<file path="src/rtl/serialtopar_pkg.sv">
// Shared definitions for the serial-to-parallel deserializer.
//   state_t       : alignment FSM states (HUNT, ALIGN, LOCKED)
//   COMMA_DEFAULT : default 8-bit alignment/idle symbol
package serialtopar_pkg;

  typedef enum logic [1:0] {
    HUNT   = 2'd0,
    ALIGN  = 2'd1,
    LOCKED = 2'd2
  } state_t;

  localparam logic [7:0] COMMA_DEFAULT = 8'hBC;

endpackage

</file>
<file path="src/rtl/serialtopar_comma_detector.sv">
// Serial shift register plus comma comparator.
//   clk     : bit-rate clock
//   reset   : synchronous, active-high; clears the shift register
//   in      : serial data, MSB of each word first
//   sr_next : shift register contents including the bit being sampled now
//   match   : sr_next equals COMMA (combinational)
module comma_detector
  import serialtopar_pkg::*;
#(
  parameter int               WIDTH = 8,
  parameter logic [WIDTH-1:0] COMMA = WIDTH'(COMMA_DEFAULT)
) (
  input  logic             clk,
  input  logic             reset,
  input  logic             in,
  output logic [WIDTH-1:0] sr_next,
  output logic             match
);

  logic [WIDTH-1:0] sr;

  // The word completed by the current bit is visible before the edge, so
  // the FSM can act on a full word at the same edge that samples its last bit.
  assign sr_next = {sr[WIDTH-2:0], in};
  assign match   = (sr_next == COMMA);

  always_ff @(posedge clk) begin
    if (reset) sr <= '0;
    else       sr <= sr_next;
  end

endmodule

</file>
<file path="src/rtl/serialtopar_sync.sv">
// Parametrised serial-to-parallel deserializer with comma alignment,
// lock acquisition and loss-of-sync recovery.
//   clk       : bit-rate clock, all logic on its rising edge
//   reset     : synchronous, active-high
//   in        : serial data, MSB first
//   data_par  : last aligned word (registered, held between boundaries)
//   valid_par : one-cycle strobe, data_par holds a non-comma word
//   word_stb  : one-cycle strobe at each aligned boundary while locked
//   locked    : high while the FSM is in LOCKED
//   sync_err  : one-cycle pulse for each misaligned comma while locked
// Handshake: valid_par/word_stb are push-only strobes with no ready; the
// downstream logic must capture data_par in the cycle the strobe is high.
module serialtopar_sync
  import serialtopar_pkg::*;
#(
  parameter int               WIDTH      = 8,
  parameter logic [WIDTH-1:0] COMMA      = WIDTH'(COMMA_DEFAULT),
  parameter int               LOCK_COUNT = 4,
  parameter int               LOSS_COUNT = 3
) (
  input  logic             clk,
  input  logic             reset,
  input  logic             in,
  output logic [WIDTH-1:0] data_par,
  output logic             valid_par,
  output logic             word_stb,
  output logic             locked,
  output logic             sync_err
);

  localparam int CW  = $clog2(WIDTH);
  localparam int CCW = $clog2(LOCK_COUNT + 1);
  localparam int ECW = $clog2(LOSS_COUNT + 1);

  localparam logic [CW-1:0]  LAST_BIT = CW'(WIDTH - 1);
  localparam logic [CCW-1:0] LOCK_TGT = CCW'(LOCK_COUNT);
  localparam logic [ECW-1:0] LOSS_TGT = ECW'(LOSS_COUNT);

  logic [WIDTH-1:0] sr_next;
  logic             match;

  comma_detector #(
    .WIDTH (WIDTH),
    .COMMA (COMMA)
  ) u_det (
    .clk     (clk),
    .reset   (reset),
    .in      (in),
    .sr_next (sr_next),
    .match   (match)
  );

  // State is kept as a named signal so checkers can bind to it directly.
  state_t           state, state_d;
  logic [CW-1:0]    cnt, cnt_d;
  logic [CCW-1:0]   comma_cnt, comma_cnt_d;
  logic [ECW-1:0]   err_cnt, err_cnt_d;
  logic [WIDTH-1:0] data_d;
  logic             valid_d, stb_d, serr_d;

  logic             boundary;
  logic [CW-1:0]    cnt_inc;
  logic [CCW-1:0]   comma_inc;
  logic [ECW-1:0]   err_inc;

  assign boundary  = (cnt == LAST_BIT);
  assign cnt_inc   = boundary ? '0 : cnt + 1'b1;
  assign comma_inc = comma_cnt + 1'b1;
  assign err_inc   = err_cnt + 1'b1;
  assign locked    = (state == LOCKED);

  always_comb begin
    state_d     = state;
    cnt_d       = cnt;
    comma_cnt_d = comma_cnt;
    err_cnt_d   = err_cnt;
    data_d      = data_par;
    valid_d     = 1'b0;
    stb_d       = 1'b0;
    serr_d      = 1'b0;
    case (state)
      HUNT: begin
        // Any bit position may start a word; the matching comma fixes the phase.
        if (match) begin
          cnt_d       = '0;
          comma_cnt_d = CCW'(1);
          err_cnt_d   = '0;
          state_d     = (LOCK_COUNT == 1) ? LOCKED : ALIGN;
        end
      end
      ALIGN: begin
        cnt_d = cnt_inc;
        if (boundary) begin
          if (match) begin
            comma_cnt_d = comma_inc;
            if (comma_inc == LOCK_TGT) begin
              state_d   = LOCKED;
              err_cnt_d = '0;
            end
          end else begin
            state_d     = HUNT;
            comma_cnt_d = '0;
          end
        end
      end
      LOCKED: begin
        cnt_d = cnt_inc;
        if (boundary) begin
          data_d  = sr_next;
          stb_d   = 1'b1;
          valid_d = !match;
          if (match) err_cnt_d = '0;
        end else if (match) begin
          // A comma at the wrong phase means the lane has slipped.
          serr_d    = 1'b1;
          err_cnt_d = err_inc;
          if (err_inc == LOSS_TGT) begin
            state_d     = HUNT;
            err_cnt_d   = '0;
            comma_cnt_d = '0;
          end
        end
      end
      default: state_d = HUNT;
    endcase
  end

  always_ff @(posedge clk) begin
    if (reset) begin
      state     <= HUNT;
      cnt       <= '0;
      comma_cnt <= '0;
      err_cnt   <= '0;
      data_par  <= '0;
      valid_par <= 1'b0;
      word_stb  <= 1'b0;
      sync_err  <= 1'b0;
    end else begin
      state     <= state_d;
      cnt       <= cnt_d;
      comma_cnt <= comma_cnt_d;
      err_cnt   <= err_cnt_d;
      data_par  <= data_d;
      valid_par <= valid_d;
      word_stb  <= stb_d;
      sync_err  <= serr_d;
    end
  end

endmodule

</file>
<file path="config.mk">
export PLATFORM = sky130hd
export DESIGN_NAME = serialtopar_sync
export DESIGN_NICKNAME = d
export VERILOG_FILES = /design/src/rtl/serialtopar_pkg.sv /design/src/rtl/serialtopar_comma_detector.sv /design/src/rtl/serialtopar_sync.sv
export SDC_FILE = /design/constraint.sdc
export NUM_CORES = 1
export LEC_CHECK = 0
export ABC_AREA = 0
export BUFFER_PORTS_ARGS = -buffer_cell sky130_fd_sc_hd__buf_2
export CAP_MARGIN = 20
export CORE_AREA = 2 2 53 55
export CTS_CLUSTER_SIZE = 16
export DETAILED_ROUTE_END_ITERATION = 16
export DIE_AREA = 0 0 55 57
export HOLD_SLACK_MARGIN = 0.12
export PLACE_DENSITY_LB_ADDON = 0.05
export SYNTH_ARGS = -nofsm -noshare
export SYNTH_HDL_FRONTEND = slang
export SYNTH_SLANG_ARGS = --single-unit
</file>
<file path="constraint.sdc">
create_clock -name clk -period 2.7 [get_ports clk]
set_clock_uncertainty 0.05 [all_clocks]
set_input_delay 0.54 -clock clk [delete_from_list [all_inputs] [get_ports clk]]
set_output_delay 0.54 -clock clk [all_outputs]
set_load 0.005 [all_outputs]
</file>
==> impl_metrics.json <==
{
  "antennaDiodeCount": 0,
  "maxClockFrequency_ghz": 0.453,
  "grt_first_pass_wirelength_um": 4860,
  "power_per_cell_area_nw_per_um2": 481,
  "number_of_antenna_violations_at_the_first_check_in_global_routing": 0,
  "avgRoutedWirePerCell_um": 15.2,
  "timing.max_slew.rel_slack_pct": 53.5,
  "final_cell_area_um2": 1460,
  "first_global_vias": 1048,
  "detailedRoute.firstPassIterationCount": 4,
  "totalNegativeSetupSlack_ns": 0,
  "synth_most_common_cell": "dfxtp_1",
  "synth_sequential_area_ratio_pct": 41.5,
  "boundaryPins": 15,
  "detail_route.vias_per_cell": 5.88,
  "worst-endpoint-required_ns": 2.11,
  "hold_buffers": 0,
  "overflow": 0,
  "post_route_cells_drive_above_1_share_pct": 15.0,
  "placedInstanceArea_um2": 1420,
  "cts_resized": 0,
  "root_buffer": "clkbuf_4",
  "detailedPlacementHpwl_um": 2080,
  "cap_viol_max_count": 0,
  "finalHoldViolations": 0,
  "synth_enable_flop_cells": 0,
  "rows": 19,
  "h_tree_depth": 1,
  "die_height_um": 57,
  "synth_top_cells_by_count": "28 x dfxtp_1, 17 x a21oi_1, 14 x nand3_1",
  "yosysTopAreaCell": "dfxtp_1",
  "fraction_of_synthesized_cell_area_taken_by_the_top_area_cell_type_pct": 41.5,
  "critical_path_fanouts_max": 18,
  "final_antenna_net_count": 0,
  "post-route-min-period_ns": 2.21,
  "synth.ff_latch_count": 28,
  "floorplan.initialDensity_pct": 51.6,
  "yosys_most_used_dff": "dfxtp_1",
  "synth.net_count": 161,
  "post_synth.cell_area_avg_um2": 9.00,
  "tightestPinTransition_ns": 0.697,
  "die_area_um2": 3140,
  "worst_setup_path_start_kind": "register",
  "synth_async_sr_flop_share_pct": 0,
  "cts-buffers-inserted": 3,
  "endpoint_kind": "output pin",
  "yosysWarnings": 0,
  "grt_start_max_net_pins": 31,
  "total_clock_sinks": 28,
  "global_route.usage.total_pct": 21.5,
  "rsz_0062_raised_after_global_routing": "false",
  "synthesis.instances": 150,
  "cts.path.max_buffers": 2,
  "core-area_um2": 2620,
  "dr_total_vias": 1124,
  "irDropWorstVdd_mv": 0.423,
  "post-cts-setup-buffer-count": 0,
  "synthTopCellsByArea": "dfxtp_1 42%, ha_1 7.4%, a21oi_1 6.3%",
  "hold_class": "in2reg",
  "timing_max_transition_violations_final": 0,
  "final_nets": 172,
  "fp.dieW_um": 55,
  "synth_cell_type_count": 41,
  "setup-violations-final": 0,
  "post-route-drc-count": 0,
  "clock_latency_ns": 0.33,
  "routed_wirelength_um": 2900,
  "power.leakage_nw": 0.606,
  "setup.worst_path.class": "reg2out",
  "timing.critical_path.arrival_ns": 1.62,
  "area_growth_pct": 8.16,
  "cts_tree": "built",
  "post-route-period-util_pct": 81.7,
  "status": "completed",
  "clk_pin_slew_ns": 0.15,
  "syn-cell-area_um2": 1350,
  "routabilityCongestion": 0.890,
  "drt_iter0_markers": 32,
  "place.port_buffers": 14
}
[registers in the layout, summed over array words and instances, names as in the netlist, 2 cells and up]
| register | cells |
|---|---|
| err_cnt | 2 |
| comma_cnt | 3 |
| state | 2 |
| data_par | 8 |
| u_det.sr | 7 |
| cnt | 3 |
[per-stage QoR]
stage	worst slack, ns	instances	utilization [%]	hold WS, ns	power (mW)
2_1_floorplan	0.741	150	-	0.397	0.488
3_3_place_gp	0.780	187	54.4	0.393	0.503
3_5_place_dp	0.728	187	54.4	0.395	0.504
4_1_cts	0.474	191	55.8	0.398	0.707
5_1_grt	0.342	191	55.8	0.394	0.738
6_report	0.494	191	55.8	0.406	0.702
[worst max-delay path, stage by stage, from the launching register on]
cell and delay, ns:
dfxtp_1 0.37, inv_1 0.08, ha_1 0.61, buf_2 0.23
[path summary, 6_finish.rpt]
check	from	slack, ns	end	depth (start not counted)
setup / recovery	state[0]	0.49	locked	3
setup reg to reg	cnt[0]	0.72	comma_cnt[2]	6
hold reg to reg	data_par[7]	0.41	data_par[7]	2
hold / removal	in	0.41	u_det.sr[0]	2
[power by group]
part | leakage [nW] | switching [mW] | internal [mW]
logic | 0.359 | 0.0431 | 0.0261
clock network | 0.0210 | 0.123 | 0.0826
registers | 0.226 | 0.00708 | 0.420
[logic make-up (layout without fill, tap and decap cells)]
group | count (synthesis) | in the layout | share of synthesized area [%]
AND/OR/NAND/NOR | 61 | 61 | 26.9
AO/OA/AOI/OAI | 36 | 36 | 17.5
flip-flops | 28 | 28 | 41.5
buffers and inverters | 14 | 24 | 4.54
adder cells (fa/ha/maj) | 8 | 8 | 7.41
multiplexers | 2 | 2 | 1.48
XOR/XNOR | 1 | 1 | 0.649
[per-layer routing]
| metal | track usage, % | vias up | part of all wire [%] |
|---|---|---|---|
| met5 | 0 | - | 0 |
| met4 | 11.5 | 0 | 1.4 |
| met3 | 3.14 | 4 | 3.3 |
| met2 | 31.8 | 23 | 50 |
| met1 | 30.0 | 538 | 45 |
| li1 | - | 559 | - |
[cell type report]
class | instances | area [µm²]
clock buffer | 4 | 36.3
fill | 263 | 1150
inverter | 5 | 18.8
multi-input combinational | 108 | 728
sequential | 28 | 561
tap | 31 | 38.8
timing repair buffer | 15 | 77.6
[cells in the final DEF (no fill, tap or decap), types with 2 or more instances in the layout]
cell       instances
nand4bb_1          2
buf_2             14
nand3_1           14
clkbuf_4           3
nand4_1            2
a31oi_1            2
nor2b_1           10
o21ai_0            4
ha_1               8
nor3_1             2
nor2_1             7
mux2i_1            2
nand2b_1           3
inv_1              5
nor4_1             2
a21oi_1           17
nand2_1           12
dfxtp_1           28
Note: power is estimated with default switching activity, not from simulation.
